--- src/rtl/shr_result_skid_reg_pkg.sv ---
`default_nettype none
// ============================================================================
//  Module      : shr_result_skid_reg_pkg
//  Description : State encoding and default width shared by the skid-buffered
//                datapath output stages (SHR, SHL, ADD, MUL).
//  Revision    : 1.0  initial release
// ============================================================================
package shr_result_skid_reg_pkg;

    localparam int DEFAULT_DATAWIDTH = 16;

    typedef enum logic [1:0] {
        ST_EMPTY = 2'b00,
        ST_ONE   = 2'b01,
        ST_TWO   = 2'b10
    } skid_state_e;

    // Occupancy implied by a state; the unused 2'b11 code reports as empty.
    function automatic logic [1:0] state_count(input skid_state_e s);
        case (s)
            ST_ONE:  return 2'd1;
            ST_TWO:  return 2'd2;
            default: return 2'd0;
        endcase
    endfunction

endpackage
`default_nettype wire

--- src/rtl/shr_result_skid_reg_if.sv ---
`default_nettype none
// ============================================================================
//  Module      : shr_result_skid_reg_if
//  Description : Valid/ready handshake bundle between shifter, skid stage and
//                consumer. The slave modport is the skid stage's view.
//  Revision    : 1.0  initial release
// ============================================================================
interface shr_result_skid_reg_if
    import shr_result_skid_reg_pkg::*;
#(
    parameter int DATAWIDTH = DEFAULT_DATAWIDTH
) ();

    logic [DATAWIDTH-1:0] in_data;
    logic                 in_valid;
    logic                 in_ready;
    logic [DATAWIDTH-1:0] out_data;
    logic                 out_valid;
    logic                 out_ready;
    logic [1:0]           count;

    modport master (
        output in_data,
        output in_valid,
        output out_ready,
        input  in_ready,
        input  out_data,
        input  out_valid,
        input  count
    );

    modport slave (
        input  in_data,
        input  in_valid,
        input  out_ready,
        output in_ready,
        output out_data,
        output out_valid,
        output count
    );

endinterface
`default_nettype wire

--- src/rtl/shr_result_skid_reg_entry.sv ---
`default_nettype none
// ============================================================================
//  Module      : shr_result_skid_reg_entry
//  Description : One data register of the skid pair: load enable, sync reset.
//  Revision    : 1.0  initial release
// ============================================================================
module shr_result_skid_reg_entry #(
    parameter int DATAWIDTH = 16
) (
    input  wire logic                 clk,
    input  wire logic                 rst,
    input  wire logic                 i_load,
    input  wire logic [DATAWIDTH-1:0] i_data,
    output logic      [DATAWIDTH-1:0] o_data
);

    logic [DATAWIDTH-1:0] data_q;
    logic [DATAWIDTH-1:0] data_d;

    always_comb begin
        data_d = data_q;
        if (i_load) begin
            data_d = i_data;
        end
    end

    always_ff @(posedge clk) begin
        if (rst) begin
            data_q <= '0;
        end else begin
            data_q <= data_d;
        end
    end

    assign o_data = data_q;

endmodule
`default_nettype wire

--- src/rtl/shr_result_skid_reg.sv ---
`default_nettype none
// ============================================================================
//  Module      : shr_result_skid_reg
//  Description : Two-entry valid/ready skid buffer registering the SHR result;
//                all outputs come straight from flops.
//  Revision    : 1.0  initial release
// ============================================================================
module shr_result_skid_reg
    import shr_result_skid_reg_pkg::*;
#(
    parameter int DATAWIDTH = DEFAULT_DATAWIDTH
) (
    input  wire logic            Clk,
    input  wire logic            Rst,
    shr_result_skid_reg_if.slave bus
);

    skid_state_e          state_q;
    skid_state_e          state_d;
    logic                 in_ready_q;
    logic                 in_ready_d;
    logic                 out_valid_q;
    logic                 out_valid_d;
    logic [1:0]           count_q;
    logic [1:0]           count_d;

    logic                 main_load;
    logic [DATAWIDTH-1:0] main_d;
    logic [DATAWIDTH-1:0] main_q;
    logic                 skid_load;
    logic [DATAWIDTH-1:0] skid_q;

    logic                 acc_in;
    logic                 acc_out;

    assign acc_in  = bus.in_valid && in_ready_q;
    assign acc_out = out_valid_q && bus.out_ready;

    always_comb begin
        state_d   = state_q;
        main_load = 1'b0;
        main_d    = bus.in_data;
        skid_load = 1'b0;

        case (state_q)
            ST_EMPTY: begin
                if (acc_in) begin
                    main_load = 1'b1;
                    state_d   = ST_ONE;
                end
            end
            ST_ONE: begin
                if (acc_in && acc_out) begin
                    main_load = 1'b1;
                end else if (acc_in) begin
                    skid_load = 1'b1;
                    state_d   = ST_TWO;
                end else if (acc_out) begin
                    state_d   = ST_EMPTY;
                end
            end
            ST_TWO: begin
                // The older word in main leaves; the skid word moves up.
                if (acc_out) begin
                    main_load = 1'b1;
                    main_d    = skid_q;
                    state_d   = ST_ONE;
                end
            end
            default: begin
                state_d = ST_EMPTY;
            end
        endcase

        // Handshake outputs are the decode of the next state, so they are
        // registered alongside it and never depend combinationally on inputs.
        in_ready_d  = (state_d != ST_TWO);
        out_valid_d = (state_d != ST_EMPTY);
        count_d     = state_count(state_d);
    end

    always_ff @(posedge Clk) begin
        if (Rst) begin
            state_q     <= ST_EMPTY;
            in_ready_q  <= 1'b1;
            out_valid_q <= 1'b0;
            count_q     <= 2'd0;
        end else begin
            state_q     <= state_d;
            in_ready_q  <= in_ready_d;
            out_valid_q <= out_valid_d;
            count_q     <= count_d;
        end
    end

    shr_result_skid_reg_entry #(
        .DATAWIDTH (DATAWIDTH)
    ) u_main_reg (
        .clk    (Clk),
        .rst    (Rst),
        .i_load (main_load),
        .i_data (main_d),
        .o_data (main_q)
    );

    shr_result_skid_reg_entry #(
        .DATAWIDTH (DATAWIDTH)
    ) u_skid_reg (
        .clk    (Clk),
        .rst    (Rst),
        .i_load (skid_load),
        .i_data (bus.in_data),
        .o_data (skid_q)
    );

    assign bus.in_ready  = in_ready_q;
    assign bus.out_valid = out_valid_q;
    assign bus.out_data  = main_q;
    assign bus.count     = count_q;

endmodule
`default_nettype wire

--- src/flat_wrapper.sv ---
// flat-port wrapper written by rule: the top's interface ports become plain ports
module shr_result_skid_reg_flat import shr_result_skid_reg_pkg::*;
#(
    parameter int DATAWIDTH = DEFAULT_DATAWIDTH
)
  (Clk, Rst, bus_in_data, bus_in_valid, bus_out_ready, bus_in_ready, bus_out_data, bus_out_valid, bus_count);
  shr_result_skid_reg_if #(.DATAWIDTH(DATAWIDTH)) bus_i ();
  input  wire logic Clk;
  input  wire logic Rst;
  input wire logic [$bits(bus_i.in_data)-1:0] bus_in_data;
  input wire logic [$bits(bus_i.in_valid)-1:0] bus_in_valid;
  input wire logic [$bits(bus_i.out_ready)-1:0] bus_out_ready;
  output wire logic [$bits(bus_i.in_ready)-1:0] bus_in_ready;
  output wire logic [$bits(bus_i.out_data)-1:0] bus_out_data;
  output wire logic [$bits(bus_i.out_valid)-1:0] bus_out_valid;
  output wire logic [$bits(bus_i.count)-1:0] bus_count;
  assign bus_i.in_data = bus_in_data;
  assign bus_i.in_valid = bus_in_valid;
  assign bus_i.out_ready = bus_out_ready;
  assign bus_in_ready = bus_i.in_ready;
  assign bus_out_data = bus_i.out_data;
  assign bus_out_valid = bus_i.out_valid;
  assign bus_count = bus_i.count;
  shr_result_skid_reg #(.DATAWIDTH(DATAWIDTH)) u_core (.Clk(Clk), .Rst(Rst), .bus(bus_i));
endmodule
--- config.mk ---
export PLATFORM = sky130hd
export DESIGN_NAME = shr_result_skid_reg_flat
export DESIGN_NICKNAME = d
export VERILOG_FILES = /design/src/rtl/shr_result_skid_reg_pkg.sv /design/src/rtl/shr_result_skid_reg_if.sv /design/src/rtl/shr_result_skid_reg_entry.sv /design/src/rtl/shr_result_skid_reg.sv /design/src/flat_wrapper.sv
export SDC_FILE = /design/constraint.sdc
export NUM_CORES = 1
export LEC_CHECK = 0
export BUFFER_PORTS_ARGS = -buffer_cell sky130_fd_sc_hd__buf_2
export CORE_UTILIZATION = 30
export DETAILED_ROUTE_END_ITERATION = 6
export PLACE_DENSITY = 0.59
export SLEW_MARGIN = 5
export SYNTH_ARGS = -nofsm -noshare
export SYNTH_HDL_FRONTEND = slang
export SYNTH_HIERARCHICAL = 1
export SYNTH_SLANG_ARGS = --single-unit
--- constraint.sdc ---
create_clock -name Clk -period 1.55 [get_ports Clk]
set_input_delay 0.2325 -clock Clk [delete_from_list [all_inputs] [get_ports Clk]]
set_output_delay 0.2325 -clock Clk [all_outputs]
set_load 0.1 [all_outputs]
==> Word-level counts from Yosys, hierarchy flattened <==
Cells that the tools add are included.
W data, S select, Z words.
{ "classes": {"n_div": 0, "n_addsub": 0, "muxes": 15, "n_reduce_logical": 5, "n_eq_ne": 5, "multipliers": 0, "n_lt_le_gt_ge": 0, "shift": 0, "n_bitwise": 0} }
{ "op_table": {"columns": ["cell", "count"], "rows": [
  ["$mux W16", 2],
  ["$mux W2", 5],
  ["$pmux W2 S3", 1],
  ["$mux W1", 5],
  ["$eq A2 B1 Y1 const B", 2],
  ["$eq A2 B2 Y1 const B", 2],
  ["$pmux W2 S2", 1],
  ["$logic_and A1 B1 Y1", 3],
  ["$pmux W1 S3", 1],
  ["$logic_not A2 Y1", 1],
  ["$ne A2 B2 Y1 const B", 1],
  ["$reduce_bool A2 Y1", 1]
]} }
{ "totals": {"mem_bits_ro": 0, "reg_bits": 38, "output_inout_bits": 20, "n_memories": 0, "mem_bits_rw": 0, "input_bits": 20, "latch_bits": 0} }

==> Logic depth before layout (Yosys ltp) <==
Gate-level depths: netlist (run 1).
{ "logic_depth": {"depth_word": 7, "depth_mapped": 8} }

==> Cells and area by module <==
Netlist (run 1), hierarchy kept.
{ "by_module_without_submodules": {"columns": ["mod", "instances", "cells_each", "seq_area_each_um2", "area_per_inst_um2"], "rows": [
  ["shr_result_skid_reg_entry", 2, 52, 320.3, 580.6],
  ["shr_result_skid_reg", 1, 41, 120.1, 473.0]
]} }

==> Least setup slack after synthesis (run 1) <==
Ideal clock, no wire load.
{ "synth_path": {"path_kind": "register to register", "start": "register u_core.out_valid_q, in the netlist u_core/bus.out_valid", "end": "register u_core.u_main_reg.data_q[10], in the netlist u_core/u_main_reg/o_data[10]", "stages_incl_launch_ff": 9, "arrival_ps": 2126, "path_slack_ps": -694, "path_buffers": 4, "cell_sequence": "dfxtp_1 nand4b_1 buf_6 buf_12 o31ai_1 buf_6 buf_12 mux2i_1 nor2_1"} }
{ "synth_via": {"elab_chain_cells": 4} }
{ "synth_lines": {"columns": ["element", "line_no", "text"], "rows": [
  ["start: declaration", "shr_result_skid_reg.sv:22", "logic out_valid_q;"],
  ["start signal: assignment", "shr_result_skid_reg.sv:91", "out_valid_q <= out_valid_d;"],
  ["$logic_and A1 B1 Y1 (*)", "shr_result_skid_reg.sv:37", "assign acc_out = out_valid_q && bus.out_ready;"],
  ["$logic_and A1 B1 Y1", "shr_result_skid_reg.sv:53", "if (acc_in && acc_out) begin"],
  ["$mux W1", "shr_result_skid_reg.sv:53", null],
  ["$pmux W1 S3 (*)", "shr_result_skid_reg.sv:45", "case (state_q)"],
  ["net u_core.main_load", "shr_result_skid_reg.sv:27", "logic main_load;"],
  ["end signal: assignment", "shr_result_skid_reg_entry.sv:31", "data_q <= data_d;"],
  ["end: declaration", "shr_result_skid_reg_entry.sv:17", "logic [DATAWIDTH-1:0] data_q;"]
]} }
The timed path passes the listed nets; every way through them passes the cells marked *.
A chain may end at the register's enable or synchronous reset.

==> Final worst setup path (run 1) <==
{ "layout_path": {"start": "register u_core.state_q[0]", "end": "register u_core.u_main_reg.data_q[6], in the netlist u_core/u_main_reg/o_data[6]"} }
{ "layout_via": {"elab_chain_cells": 2} }
{ "layout_lines": {"columns": ["element", "line_no", "text"], "rows": [
  ["start: declaration", "shr_result_skid_reg.sv:18", "skid_state_e state_q;"],
  ["start signal: assignment", "shr_result_skid_reg.sv:89", "state_q <= state_d;"],
  ["$eq A2 B2 Y1 (tied with other cells)", "shr_result_skid_reg.sv:45", null],
  ["$pmux W1 S3 (*)", "shr_result_skid_reg.sv:45", null],
  ["net u_core.main_load", "shr_result_skid_reg.sv:27", null]
]} }
Marked as above.

==> run metrics, run 1 <==
cell taking the most area after synthesis=dfxtp_1; first drt pass iteration count=4; ant diodes=0; number of antenna violations at the first check in global routing=0; depth of the CTS H-tree=2; peak fanout along the critical path=13; total of max-cap violations=0; area of the placeable core=roughly 5200 um2; Post-DP HPWL=approximately 2300 um; power density over cell area=1260 nW/um2; count of hold-fix buffers inserted at cts=0; class of the tightest hold or removal check=primary input to flop; combined area of all synthesized cells=1630 um2; Slew HR=around 68%; startpoint type of the worst setup path=flop; final routed wire length divided by cell count=around 13 um; Top Usage Layer GRT=met2; final hold slack=~0.19 ns; Initial Util=a little under a third; Clk pin slew, worst setup/hold paths=0.07 ns; number of top-level design ports=40; vertical extent of the die=approximately 76 um; input/output buffers=39; via count=approximately 1200; setup clock skew after layout=around 0.0039 ns; Setup Total Neg Slack=0 ns; data arrival time at the worst-slack endpoint=1.63 ns; final-report setup violation count=0; num rows=26; Worst-Skew Late Latency=0.29 ns; final number of max-transition violations=0; most area-consuming cells after synthesis=dfxtp_1, mux2i_1, nor2_1, mux2_4, mux2_2; fillcell total=~540; required time of the critical path=1.73 ns; Detailed Route Iter0 Violations=73; period utilisation layout=slightly above 90%; number of nets at the end of the flow=between 200 and 250; post-route insts no fill=260; DRC Markers=0; endpoints failing hold=0; via count of the first global-routing pass=~1000; post-synth top area share=between 40% and 50%; count of warnings emitted by yosys=6; gate count after technology mapping=145; average cell area after synthesis=about 11 um2; leakage power summed over all cells=a little under 0.0009 uW; RSZ-0062 raised after global routing=false; dpl ws=0.0524 ns; fraction of layout instances using a drive strength above 1=about two fifths; global-route wire length before repair=~5000 um; Final Critical Period=1.45 ns; Worst VDD drop=0.598 mV; global routing met1 resource utilization=~16%; residual antenna-violating net count after detailed routing=0; final worst-path setup slack=around 0.10 ns; overflow left after global routing=0; width of the chip=about 76 um; number of cells traversed by the worst register-to-register path=6; TritonCTS clock tree=built; CTS root buffer=clkbuf_8; status=finished, final reports clean; category of the worst setup path capture point=flop; Die ar.=roughly 5700 um2; number of cells in the design after placement=approximately 250; Clock Path Buffers=2; maximum number of pins on one net before global-route repair=21; sequential-to-total area share from yosys stat=a little under half; met3 capacity usage during global routing=4.23%; number of flip-flops and latches in the synthesized netlist=38; net count after synthesis=roughly 170; global placer's final weighted congestion=0.655; top achievable clock speed=between 0.6 and 0.7 GHz; clock buffers created by TritonCTS=5; via/cell ratio=between 4 and 5; Synth cell types=22; type of the worst setup path=flop to flop; overall track demand over capacity in global routing=roughly an eighth; met2 layer usage reported by global route=16.9%; Worst Hold Depth=3; area added between synthesis and finish=23.9%; worst-margin pin slew=0.490 ns; number of sinks handled by clock tree synthesis=38; overall routed net length=3270 um
per-stage QoR:
step	total power, uW	instance area [um2]	utilization (%)
after global placement	1800	1920	37.0
after global routing	2660	2020	39.1
after CTS	2580	2020	39.0
after detailed placement	1810	1920	37.0
final	2550	2020	39.1
after floorplan	1700	1660	-
layout by cell type (no fill, tap or decap), drive strengths merged:
master and count:
o211ai 2, nand3 1, clkbuf 6, mux2i 32, a21oi 1, inv 1, mux2 16, clkinv 2
dfxtp 38, nor3b 1, nand2 1, a21boi 1, nor2 33, nand4b 2, o31ai 1, a211oi 1
nand2b 1, a221oi 2, buf 47, or4 1
synth_stat cells:
cell type,count
a21boi_1,1
a211oi_1,1
a221oi_1,2
buf_6,3
nand4b_1,2
buf_2,2
o211ai_1,2
a21oi_1,1
buf_1,2
nor3b_1,1
mux2i_1,32
mux2_2,9
nand2b_1,1
dfxtp_1,38
buf_12,3
inv_1,1
nand3_1,1
o31ai_1,1
mux2_4,7
or4_1,1
nand2_1,1
nor2_1,33
final timing paths:
path                           startpoint                                       end  slack, ns
max          u_core/state_q[0]$_SDFF_PP0_  u_core/u_main_reg/o_data[6]$_SDFFE_PP0P_       0.10
min                        bus_in_data[1]  u_core/u_skid_reg/o_data[1]$_SDFFE_PP0P_       0.19
max reg2reg  u_core/state_q[0]$_SDFF_PP0_  u_core/u_main_reg/o_data[6]$_SDFFE_PP0P_       0.10
min reg2reg  u_core/state_q[0]$_SDFF_PP0_           u_core/bus.out_valid$_SDFF_PP0_       0.47
where the power goes:
| group | switching (uW) | internal (uW) | total (uW) |
|---|---|---|---|
| registers | 41.3 | 1050 | 1090 |
| logic | 503 | 193 | 697 |
| clock network | 351 | 409 | 759 |
metal layers:
| metal | part of all wire [%] | up-vias |
|---|---|---|
| met5 | 0 | - |
| met4 | 2.5 | 0 |
| li1 | - | 586 |
| met1 | 49 | 542 |
| met2 | 42 | 32 |
| met3 | 5.9 | 8 |
final cells by class:
class,count,area (um2),area share (%)
Multi-Input combinational cell,96,776,38.3
Sequential cell,38,769,38.0
Timing Repair Buffer,47,284,14.0
Clock buffer,6,93.8,4.64
Tap cell,70,87.6,4.33
Clock inverter,2,10.0,0.494
Inverter,1,3.75,0.185
what timing repair did:
item                       4_1_cts  5_1_grt
setup endpoints to repair        0       12
gates resized for setup          0        2
setup buffers                    0        0
state kept, by name, indices dropped and copies added, names as in the netlist:
register,flops
u_core/u_main_reg/o_data,16
u_core/u_skid_reg/o_data,16
u_core/bus.count,2
u_core/state_q,2
u_core/bus.in_ready,1
u_core/bus.out_valid,1
critical path, stage by stage, from the launching register on:
cell      delay [ns]
dfxtp_2         0.34
nand4b_1        0.25
buf_12          0.21
o31ai_4         0.06
buf_6           0.21
mux2i_1         0.21
nor2_1          0.05
logic make-up (layout without fill, tap and decap cells):
| kind of cell | after synthesis | after routing | synth area share, % |
|---|---|---|---|
| compound gates | 8 | 8 | 3.68 |
| buf+inv | 11 | 56 | 7.04 |
| flops | 38 | 38 | 46.6 |
| mux | 48 | 48 | 32.2 |
| simple gates | 40 | 40 | 10.5 |
No activity file was read; power rests on OpenSTA's default activity.
==> run 2: changes to the inputs <==
CTS_BUF_LIST = sky130_fd_sc_hd__clkbuf_16   (was default)
==> run 2 against run 1 <==
  * Count of clock-buffer cells in the layout unchanged
  * Flip-flop and latch count unchanged
  * Maximum frequency increased by 0.50%
  * Sequential power about the same
  * Clock power increased by 41%
  * Via count increased by 0.94%
  * Wire length decreased by 0.34%
  * Non-clock buffer count unchanged
  * First-iteration DRC count decreased by 59%
  * Critical endpoint is now u_core/u_main_reg/o_data[3]$_SDFFE_PP0P_
  * Largest cell class unchanged
==> run metrics, run 2 (same netlist as run 1, synthesis figures left out) <==
type of the worst setup path=flop to flop; maximum number of pins on one net before global-route repair=21; via count of the first global-routing pass=approximately 1000; data arrival time at the worst-slack endpoint=around 1.6 ns; most common cell after layout, fill and taps aside=buf_2; Worst-Skew Late Latency=~0.28 ns; depth of the CTS H-tree=2; final worst-path setup slack=0.109 ns; Slew HR=around 68%; top achievable clock speed=between 0.6 and 0.7 GHz; class of the tightest hold or removal check=primary input to flop; period utilisation layout=between 90% and 100%; Clock Path Buffers=2; power share of the clock group=37.4%; worst-margin pin slew=between 0.4 and 0.5 ns; peak fanout along the critical path=13; final-report setup violation count=0; RSZ-0062 raised after global routing=false; buffer count from post-CTS setup fixing=0; area of the placeable core=slightly above 5000 um2; via count=between 1000 and 1500; Worst Hold Launch=bus_in_data[12]; overflow left after global routing=0; post-CTS resize count=0; number of antenna violations at the first check in global routing=0; dpl ws=around 0.052 ns; residual antenna-violating net count after detailed routing=0; status=finished, final reports clean; fraction of power consumed by sequential logic=38.2%; area added between synthesis and finish=27.3%; clock buffers created by TritonCTS=5; TritonCTS clock tree=built; part of the total power dissipated in combinational logic=about 24%; DRC Markers=0; global-route wire length before repair=between 4000 and 5000 um; Post-DP HPWL=about 2300 um; Initial Util=about a third; first drt pass iteration count=4; overall routed net length=between 3000 and 4000 um; count of hold-fix buffers inserted at cts=0; Detailed Route Iter0 Violations=30; category of the worst setup path capture point=flop; final routed wire length divided by cell count=around 13 um; Clk pin slew, worst setup/hold paths=around 0.06 ns; critical path launch point=u_core/state_q[0]$_SDFF_PP0_; num rows=26; Worst VDD drop=0.588 mV; internal power=between 1500 and 2000 uW; global placer's final weighted congestion=between 0.6 and 0.7; number of nets at the end of the flow=about 210; final hold slack=between 0.2 and 0.25 ns; switching pwr=between 900 and 1000 uW; power density over cell area=between 1000 and 1500 nW/um2; CP peak stage delay=roughly 0.34 ns; net switching share of the total power=approximately a third; width of the chip=about 76 um; endpoints failing hold=0; required time of the critical path=1.71 ns; CTS root buffer=clkbuf_16; number of sinks handled by clock tree synthesis=38; critical path, cell by cell=nand4b_1, buf_12, o31ai_4, buf_4, mux2i_1, nor2_1; most frequent cells in the layout=buf_2, dfxtp_1, nor2_1; fraction of layout instances using a drive strength above 1=roughly two fifths; vertical extent of the die=between 70 and 80 um; critical-path cell with the highest stage delay=dfxtp_2; Die ar.=about 5700 um2; input/output buffers=39; leakage power summed over all cells=0.000920 uW; final number of max-transition violations=0; via/cell ratio=around 4.5; overall track demand over capacity in global routing=about an eighth; start of the worst register-to-register path=u_core/state_q[0]$_SDFF_PP0_; total of max-cap violations=0; number of top-level design ports=40; Final Critical Period=1.44 ns; setup clock skew after layout=0.00318 ns; startpoint type of the worst setup path=flop; ant diodes=0; Final Total Pwr=roughly 2900 uW
## run 2: changes by cell type in the layout (fill, tap and decap cells not counted)
cell       delta
clkbuf_16     +5
clkbuf_8      -5
## run 2: routing by layer
| metal | vias to the layer above | track usage (%) | routed length, um |
|---|---|---|---|
| met1 | 550 | 15.9 | 1560 |
| met4 | 0 | 4.94 | 36 |
| met2 | 31 | 16.9 | 1440 |
| met3 | 4 | 5.82 | 225 |
| li1 | 594 | - | - |
| met5 | - | 0 | 0 |
## run 2: metrics by stage
stage          std cells  TNS, ns  area, um2  utilization, %
4_1_cts              260        0       2080            40.1
5_1_grt              260        0       2080            40.2
2_1_floorplan        145    -1.35       1660               -
6_report             260        0       2080            40.2
3_3_place_gp         252        0       1920            37.0
3_5_place_dp         252        0       1920            37.0
## run 2: worst paths after layout
| kind | endpoint | slack (ns) | cells after the start |
|---|---|---|---|
| max | u_core/u_main_reg/o_data[3]$_SDFFE_PP0P_ | 0.11 | 6 |
| max reg2reg | u_core/u_main_reg/o_data[3]$_SDFFE_PP0P_ | 0.11 | 6 |
| min reg2reg | u_core/bus.out_valid$_SDFF_PP0_ | 0.46 | 1 |
| min | u_core/u_skid_reg/o_data[12]$_SDFFE_PP0P_ | 0.21 | 3 |
## run 2: critical path: cells and delay by family (launching register included)
kind	cells	cell delay, ns
AO/OA/AOI/OAI	1	0.06
buffers and inverters	2	0.43
flip-flops	1	0.34
multiplexers	1	0.20
AND/OR/NAND/NOR	2	0.30
## run 2: layout make-up
cell class	count	area, um2
fillers	526	3090
repair buffers	47	284
clock inverters	2	10.0
flip-flops and latches	38	769
well taps	70	87.6
clock buffers	6	150
inverters	1	3.75
multi-input cells	96	776
## run 2: power by group through the flow
stage | Sequential [uW] | Combinational, uW | Clock, uW
detailed placement | 1110 | 696 | 0
global route | 1100 | 735 | 1140
global placement | 1110 | 692 | 0
CTS | 1090 | 698 | 1100
floorplan | 1450 | 251 | 0
finish | 1090 | 696 | 1070
==> run 3: changes to the inputs <==
CELL_PAD_IN_SITES_DETAIL_PLACEMENT = 1   (was default)
CELL_PAD_IN_SITES_GLOBAL_PLACEMENT = 1   (was default)
CTS_CLUSTER_SIZE = 24   (was default)
PLACE_DENSITY = 0.7   (was 0.59)
==> run 3 against run 2 <==
  * Flip-flop and latch count unchanged
  * Die area unchanged
  * Final area grew 0.48%
  * Worst hold slack worse by 0.0015 ns
  * Sequential share of layout area shrank 0.24 points
  * Wire length increased by 10%
  * Largest cell class unchanged
==> run metrics, run 3 (same netlist as run 1, synthesis figures left out) <==
DRC Markers=0; RSZ-0062 raised after global routing=false; final worst-path setup slack=around 0.09 ns; period utilisation layout=between 90% and 100%; depth of the CTS H-tree=2; via count of the first global-routing pass=1237; Clock Path Buffers=2; Clk pin slew, worst setup/hold paths=~0.060 ns; number of antenna violations at the first check in global routing=0; fin util=40.4%; post-route insts no fill=~260; category of the worst setup path capture point=flop; leakage power summed over all cells=around 0.00093 uW; first drt pass iteration count=3; global-route wire length before repair=roughly 5600 um; number of top-level design ports=40; power density over cell area=1330 nW/um2; Post-DP HPWL=2610 um; overall routed net length=approximately 3600 um; num rows=26; total of max-cap violations=0; startpoint type of the worst setup path=flop; status=finished, final reports clean; worst-margin pin slew=0.493 ns; input/output buffers=39; number of nets at the end of the flow=between 200 and 250; Worst-Skew Late Latency=0.28 ns; Slew HR=between 60 and 70%; most common cell after layout, fill and taps aside=buf_2; maximum number of pins on one net before global-route repair=18; most frequent cells in the layout=buf_2, dfxtp_1, nor2_1; buffer count from post-CTS setup fixing=0; Worst VDD drop=about 0.71 mV; width of the chip=75.8 um; final routed wire length divided by cell count=approximately 14 um; global placer's final weighted congestion=roughly 0.77; endpoints failing hold=0; final number of max-transition violations=0; Die ar.=5750 um2; Detailed Route Iter0 Violations=18; class of the tightest hold or removal check=primary input to flop; area added between synthesis and finish=27.9%; number of cells in the design after placement=255; Final Total Pwr=2790 uW; via count=between 1000 and 1500; vertical extent of the die=75.8 um; required time of the critical path=between 1.5 and 2 ns; ant diodes=0; overall track demand over capacity in global routing=13.5%; area of the placeable core=roughly 5200 um2; count of hold-fix buffers inserted at cts=0; peak fanout along the critical path=13; setup clock skew after layout=between 0.004 and 0.005 ns; dpl ws=0.113 ns; fraction of layout instances using a drive strength above 1=roughly 40%; Initial Util=around a third; Setup Total Neg Slack=0 ns; final-report setup violation count=0; clock buffers created by TritonCTS=5; data arrival time at the worst-slack endpoint=between 1.5 and 2 ns; post-CTS resize count=0; number of sinks handled by clock tree synthesis=38; type of the worst setup path=flop to flop; top achievable clock speed=approximately 0.69 GHz; residual antenna-violating net count after detailed routing=0; overflow left after global routing=0; via/cell ratio=~4.6; CTS root buffer=clkbuf_16; Final Critical Period=between 1 and 1.5 ns; TritonCTS clock tree=built
==> run 3: cell count changes in the layout (fill, tap and decap cells not counted) <==
cell       delta
buf_6         -1
clkinv_1      +1
clkinv_2      -1
inv_4         +1
buf_4         +3
buf_12        +1
dfxtp_2       -1
dfxtp_1       +1
clkbuf_16     -1
==> run 3: routing by layer <==
metal | GRT usage [%] | routed length (um)
met3 | 4.23 | 209
met5 | 0 | 0
met2 | 22.7 | 1630
met4 | 6.58 | 57
met1 | 15.5 | 1690
==> run 3: power breakdown <==
group	switching, uW	leakage [uW]	total (uW)	internal (uW)
combinational	509	0.000544	717	209
sequential	41.3	0.000311	1090	1050
clock	391	0.0000716	978	588
total	941	0.000927	2790	1850
==> run 3: path summary, 6_finish.rpt <==
path | startpoint | endpoint | slack, ns | depth (start not counted)
max | u_core/state_q[0]$_SDFF_PP0_ | u_core/u_main_reg/o_data[4]$_SDFFE_PP0P_ | 0.09 | 6
min | bus_in_data[8] | u_core/u_skid_reg/o_data[8]$_SDFFE_PP0P_ | 0.20 | 3
max reg2reg | u_core/state_q[0]$_SDFF_PP0_ | u_core/u_main_reg/o_data[4]$_SDFFE_PP0P_ | 0.09 | 6
min reg2reg | u_core/u_skid_reg/o_data[2]$_SDFFE_PP0P_ | u_core/u_skid_reg/o_data[2]$_SDFFE_PP0P_ | 0.49 | 2
==> run 3: area by class of cell <==
type,count,area [um2]
well taps,70,87.6
repair buffers,50,315
inverters,1,3.75
fillers,586,3080
multi-input cells,96,776
clock inverters,3,15.0
clock buffers,5,125
flip-flops and latches,38,768
==> run 3: metrics by stage <==
| stage | cell area (um2) | hold WS, ns |
|---|---|---|
| floorplan | 1660 | 0.301 |
| global placement | 1950 | 0.470 |
| detailed placement | 1950 | 0.482 |
| CTS | 2090 | 0.205 |
| global route | 2090 | 0.211 |
| finish | 2090 | 0.204 |
==> run 3: critical path: stages (launching register included) <==
cell	delay [ns]
dfxtp_1	0.34
nand4b_1	0.27
buf_12	0.22
o31ai_4	0.07
buf_12	0.20
mux2i_1	0.20
nor2_1	0.06
